File: config.mk
export PLATFORM = sky130hd
export DESIGN_NAME = accum_reg
export DESIGN_NICKNAME = d
export VERILOG_FILES = /design/src/rtl/accum_reg.sv
export SDC_FILE = /design/constraint.sdc
export NUM_CORES = 1
export LEC_CHECK = 0
export CAP_MARGIN = 20
export CORE_MARGIN = 2
export CORE_UTILIZATION = 45
export DETAILED_ROUTE_END_ITERATION = 8
export DONT_BUFFER_PORTS = 1
export PLACE_DENSITY = 0.7
export SYNTH_ARGS = -nofsm -noshare
export SYNTH_HDL_FRONTEND = slang
export SYNTH_SLANG_ARGS = --single-unit
File: constraint.sdc
create_clock -name clk_i -period 3.4 [get_ports clk_i]
set_input_delay 0.34 -clock clk_i [delete_from_list [all_inputs] [get_ports clk_i]]
set_output_delay 0.34 -clock clk_i [all_outputs]
set_load 0.02 [all_outputs]
File: src/rtl/accum_reg.sv
// accum_reg: accumulating register for the multiplier datapath.
// Holds the running product. The operand is a zero-extended, shifted copy of
// data_in_i. The register supports LOAD, ADD, CLEAR and HOLD, keeps a sticky
// carry-out flag, and counts ADDs, pulsing done_o once every NUM_ADDS of them.
// IN_WIDTH must not exceed WIDTH, and NUM_ADDS must be at least 1.
module accum_reg #(
    parameter int WIDTH    = 16,
    parameter int IN_WIDTH = 8,
    parameter int SHIFT    = 4,
    parameter int NUM_ADDS = 4,
    localparam int CNT_W   = $clog2(NUM_ADDS + 1)
) (
    input  logic                clk_i,
    input  logic                sclr_n_i,
    input  logic                clk_ena_i,
    input  logic [1:0]          op_i,
    input  logic [1:0]          shift_sel_i,
    input  logic [IN_WIDTH-1:0] data_in_i,
    output logic [WIDTH-1:0]    data_out_o,
    output logic                ovf_o,
    output logic [CNT_W-1:0]    add_cnt_o,
    output logic                done_o
);

    typedef enum logic [1:0] {
        OP_HOLD  = 2'b00,
        OP_LOAD  = 2'b01,
        OP_ADD   = 2'b10,
        OP_CLEAR = 2'b11
    } op_e;

    // The headroom of 3*SHIFT bits lets the largest shift happen before truncation.
    localparam int EXT_W = WIDTH + 3 * SHIFT;

    logic [EXT_W-1:0] dataExt;
    logic [WIDTH-1:0] operand;
    logic [WIDTH:0]   sum;
    logic             lastAdd;
    op_e              opSel;

    logic [WIDTH-1:0] acc_q,  acc_d;
    logic             ovf_q,  ovf_d;
    logic [CNT_W-1:0] cnt_q,  cnt_d;
    logic             done_q, done_d;

    assign dataExt = EXT_W'(data_in_i);
    assign opSel   = op_e'(op_i);
    assign sum     = {1'b0, acc_q} + {1'b0, operand};
    assign lastAdd = (cnt_q == CNT_W'(NUM_ADDS - 1));

    // Shift the operand by shift_sel*SHIFT and keep only the low WIDTH bits.
    // The bits shifted out at the top are dropped and never reach ovf.
    always_comb begin
        operand = '0;
        unique case (shift_sel_i)
            2'd0:    operand = WIDTH'(dataExt);
            2'd1:    operand = WIDTH'(dataExt << SHIFT);
            2'd2:    operand = WIDTH'(dataExt << (2 * SHIFT));
            default: operand = WIDTH'(dataExt << (3 * SHIFT));
        endcase
    end

    // Next-state logic. When the enable is low, everything holds, but done
    // always falls, so that it is a single-cycle pulse.
    always_comb begin
        acc_d  = acc_q;
        ovf_d  = ovf_q;
        cnt_d  = cnt_q;
        done_d = 1'b0;
        if (clk_ena_i) begin
            unique case (opSel)
                OP_LOAD: begin
                    acc_d = operand;
                    ovf_d = 1'b0;
                    cnt_d = '0;
                end
                OP_ADD: begin
                    acc_d = sum[WIDTH-1:0];
                    ovf_d = ovf_q | sum[WIDTH];
                    if (lastAdd) begin
                        cnt_d  = '0;
                        done_d = 1'b1;
                    end else begin
                        cnt_d = cnt_q + CNT_W'(1);
                    end
                end
                OP_CLEAR: begin
                    acc_d = '0;
                    ovf_d = 1'b0;
                    cnt_d = '0;
                end
                default: ;
            endcase
        end
    end

    // State registers. A synchronous reset wins over the enable.
    always_ff @(posedge clk_i) begin
        if (!sclr_n_i) begin
            acc_q  <= '0;
            ovf_q  <= 1'b0;
            cnt_q  <= '0;
            done_q <= 1'b0;
        end else begin
            acc_q  <= acc_d;
            ovf_q  <= ovf_d;
            cnt_q  <= cnt_d;
            done_q <= done_d;
        end
    end

    assign data_out_o = acc_q;
    assign ovf_o      = ovf_q;
    assign add_cnt_o  = cnt_q;
    assign done_o     = done_q;

endmodule
==> impl_results.md <==
* Yosys warns at 0
* Initial Utilization at 0.469
* Pin count of the biggest net entering global routing at 20
* Worst Hold Path EP: add_cnt_o[2]
* Critical path data required time at approximately 3600 ps
* Post-DP HPWL at 3830 um
* Port Buffers at 0
* Post-synth top cells: a21oi_1, o21ai_0, dfxtp_1, nor2_1
* R2R Path End: data_out_o[12]
* Sequential area share after synthesis at 0.224
* Pwr/cell area at around 330 nW/um^2
* Die W at 68.6 um
* Worst path slowest cell: dfxtp_1
* GRT overflow at 0
* Initial antenna violation count at 0
* P_leak at 0.887 nW
* First-pass GRT wire length at 8030 um
* Share of cells above drive strength 1 at 0.0417
* Peak supply drop at around 160 uV
* Die Ht at about 69 um
* Pre-Repair DR Iteration Count at 5
* Worst R2R Setup Slack at 900 ps
* GRT Overall Usage at 0.228
* Hold buffer count at cts at 0
* Worst-case clock buffer depth at 2
* H-tree levels at 1
* Min cycle time layout at between 2000 and 3000 ps
* Final Hold Vio Count at 0
* Post-Route WL at between 4000 and 5000 um
* Setup crit start kind: flip-flop
* Top cells by area, synth: dfxtp_1, ha_1, a21oi_1
* RSZ-0062 raised after global routing: false
* Cells after synthesis at 244
* Diode count at 0
* Placed Cells at 286
* Post-CTS Resized at 0
* Post-synth EDFFs at 0
* Vias in the first global route at about 1,600
* Area leader, netlist: dfxtp_1
* Mean Syn Cell Area at 7.69 sq um
* Worst-path maximum fanout at 5
* Ports at 36
* Clock skew at about 13 ps
* Clock-pin transition on the worst setup and hold timing paths at 90 ps
* CP cell instances: ha_1, inv_1, fa_1, nor2b_1, o2111ai_1, a21oi_1, o21ai_0, mux2i_1, o21ai_0
* Mapped Area at between 1500 and 2000 sq um
* Critical path class: reg2reg
* CTS Root Buffer Type: clkbuf_8
* Status: finished, final reports clean
* Vias per cell at ~6.2
* Syn nets at approximately 280
* Setup bufs post-CTS at 0
* Hold Crit Depth at 1
* Netlist cell types at 48
* Cell repeated most along the worst path: o21ai_0
* Most common cell in the netlist: a21oi_1
* Multi-input logic area at ~1400 sq um
* 1st-iter DRT viols at just over 100
* Area grow syn2layout at 4.07%
* CTS tree: yes
* # DRC at 0
* Vias at between 1,500 and 2,000
* Die area at ~4700 sq um
* Yosys top cell area share at 0.224
* Hold wc startpoint: clk_ena_i
* ANT nets after route at 0
* Min-delay worst type: in2reg
* Post-synth ARST share at 0
* Main flop type after synthesis: dfxtp_1
* FMAX at around 400 MHz
* Max incr delay on CP at around 480 ps
* Finished Layout Cells at 290
* Sequential Area at 420 sq um
* GP Congestion at a little under 0.9
* Fill cells at 403
* Site row count at 23
* Worst skew pair latency at 270 ps
* Core area at about 4000 sq um
* Setup TNS at 0 ps
* TritonCTS buffer count at 3
* Slew HR at 0.531
* Final Slew Violations at 0
* Reg2reg start: data_out_o[0]
* Flops & latches, synth at 21
* Wire per inst at between 15 and 20 um
* CTS Sinks at 21
* Layout Nets at ~270
* FF-to-FF path depth at 9
* Slew @ Worst Pin at ~700 ps
* CP arrival at between 2000 and 3000 ps
* # setup viols final at 0
* Max-Cap Viols at 0
* Final Cycle Share at 0.736
* Critical path endpoint category: flip-flop
through the flow:
step                worst slack (ps)  total power [mW]   util  area, sq um  hold slack (ps)
detailed placement               681             0.479  0.477         1910              433
CTS                              915             0.651  0.488         1950              156
global route                     686             0.688  0.488         1950              157
floorplan                        889             0.449      -         1880              466
global placement                 728             0.477  0.477         1910              433
finish                           897             0.650  0.488         1950              160
worst max-delay path: cells and delay by family (launching register included):
family,cells,cell delay [ps]
mux,1,170
compound gates,4,850
simple gates,1,200
fa+ha+maj,2,620
buf+inv,1,60
flops,1,480
worst max-delay path by stage:
stage	startpoint	end	slack, ps	depth (start not counted)
floorplan	shift_sel_i[0]	ovf_o	890	12
global placement	shift_sel_i[0]	data_out_o[12]	730	9
detailed placement	shift_sel_i[0]	data_out_o[12]	680	9
CTS	data_out_o[0]	ovf_o	910	9
global route	data_out_o[0]	ovf_o	690	9
finish	data_out_o[0]	data_out_o[12]	900	9
layout by cell type, fill, tap and decap left out, types with 2 or more instances in the layout:
cell,n
nand2b_1,2
dfxtp_1,21
o21a_1,3
a21oi_1,26
a21o_1,7
buf_4,2
xor2_1,3
nor3_1,11
xnor2_1,4
a31oi_1,2
a211oi_1,5
nor2b_1,9
nand3_1,2
a22oi_1,2
a22o_1,4
or3_1,5
inv_1,8
o211ai_1,4
mux2i_1,8
ha_1,17
and3_1,4
nor2_1,19
o21ai_0,23
and2_1,5
nand2_1,17
clkbuf_8,3
a211o_1,2
o31ai_1,2
power by group:
part           internal (mW)  switching, mW  total (mW)  leakage [nW]
combinational         0.0769          0.106       0.183         0.692
sequential             0.261         0.0326       0.294         0.172
clock                 0.0837         0.0899       0.174        0.0228
total                  0.422          0.228       0.650         0.887
cell type report:
class,instances,area share
inverter,8,0.0154
timing repair buffer,2,0.00769
sequential,21,0.215
multi-input combinational,205,0.706
clock buffer,4,0.0231
tap,50,0.0321
layer usage:
metal	vias up	global-route usage	routed length, um
li1	908	-	-
met1	813	0.320	2250
met2	66	0.347	2260
met3	2	0.0568	436
met4	0	0.0575	23
met5	-	0	0
logic make-up after synthesis:
| logic type | Yosys count | synth area share |
|---|---|---|
| xor+xnor | 7 | 0.0327 |
| flops | 21 | 0.224 |
| buf+inv | 18 | 0.0407 |
| simple gates | 77 | 0.203 |
| compound gates | 95 | 0.333 |
| mux | 8 | 0.0427 |
| fa+ha+maj | 18 | 0.124 |
flip-flops by register name, summed over array words and instances, names as in the netlist:
signal      cells
done_o          1
add_cnt_o       3
ovf_o           1
data_out_o     16
Power figures use the tool's default switching activity.
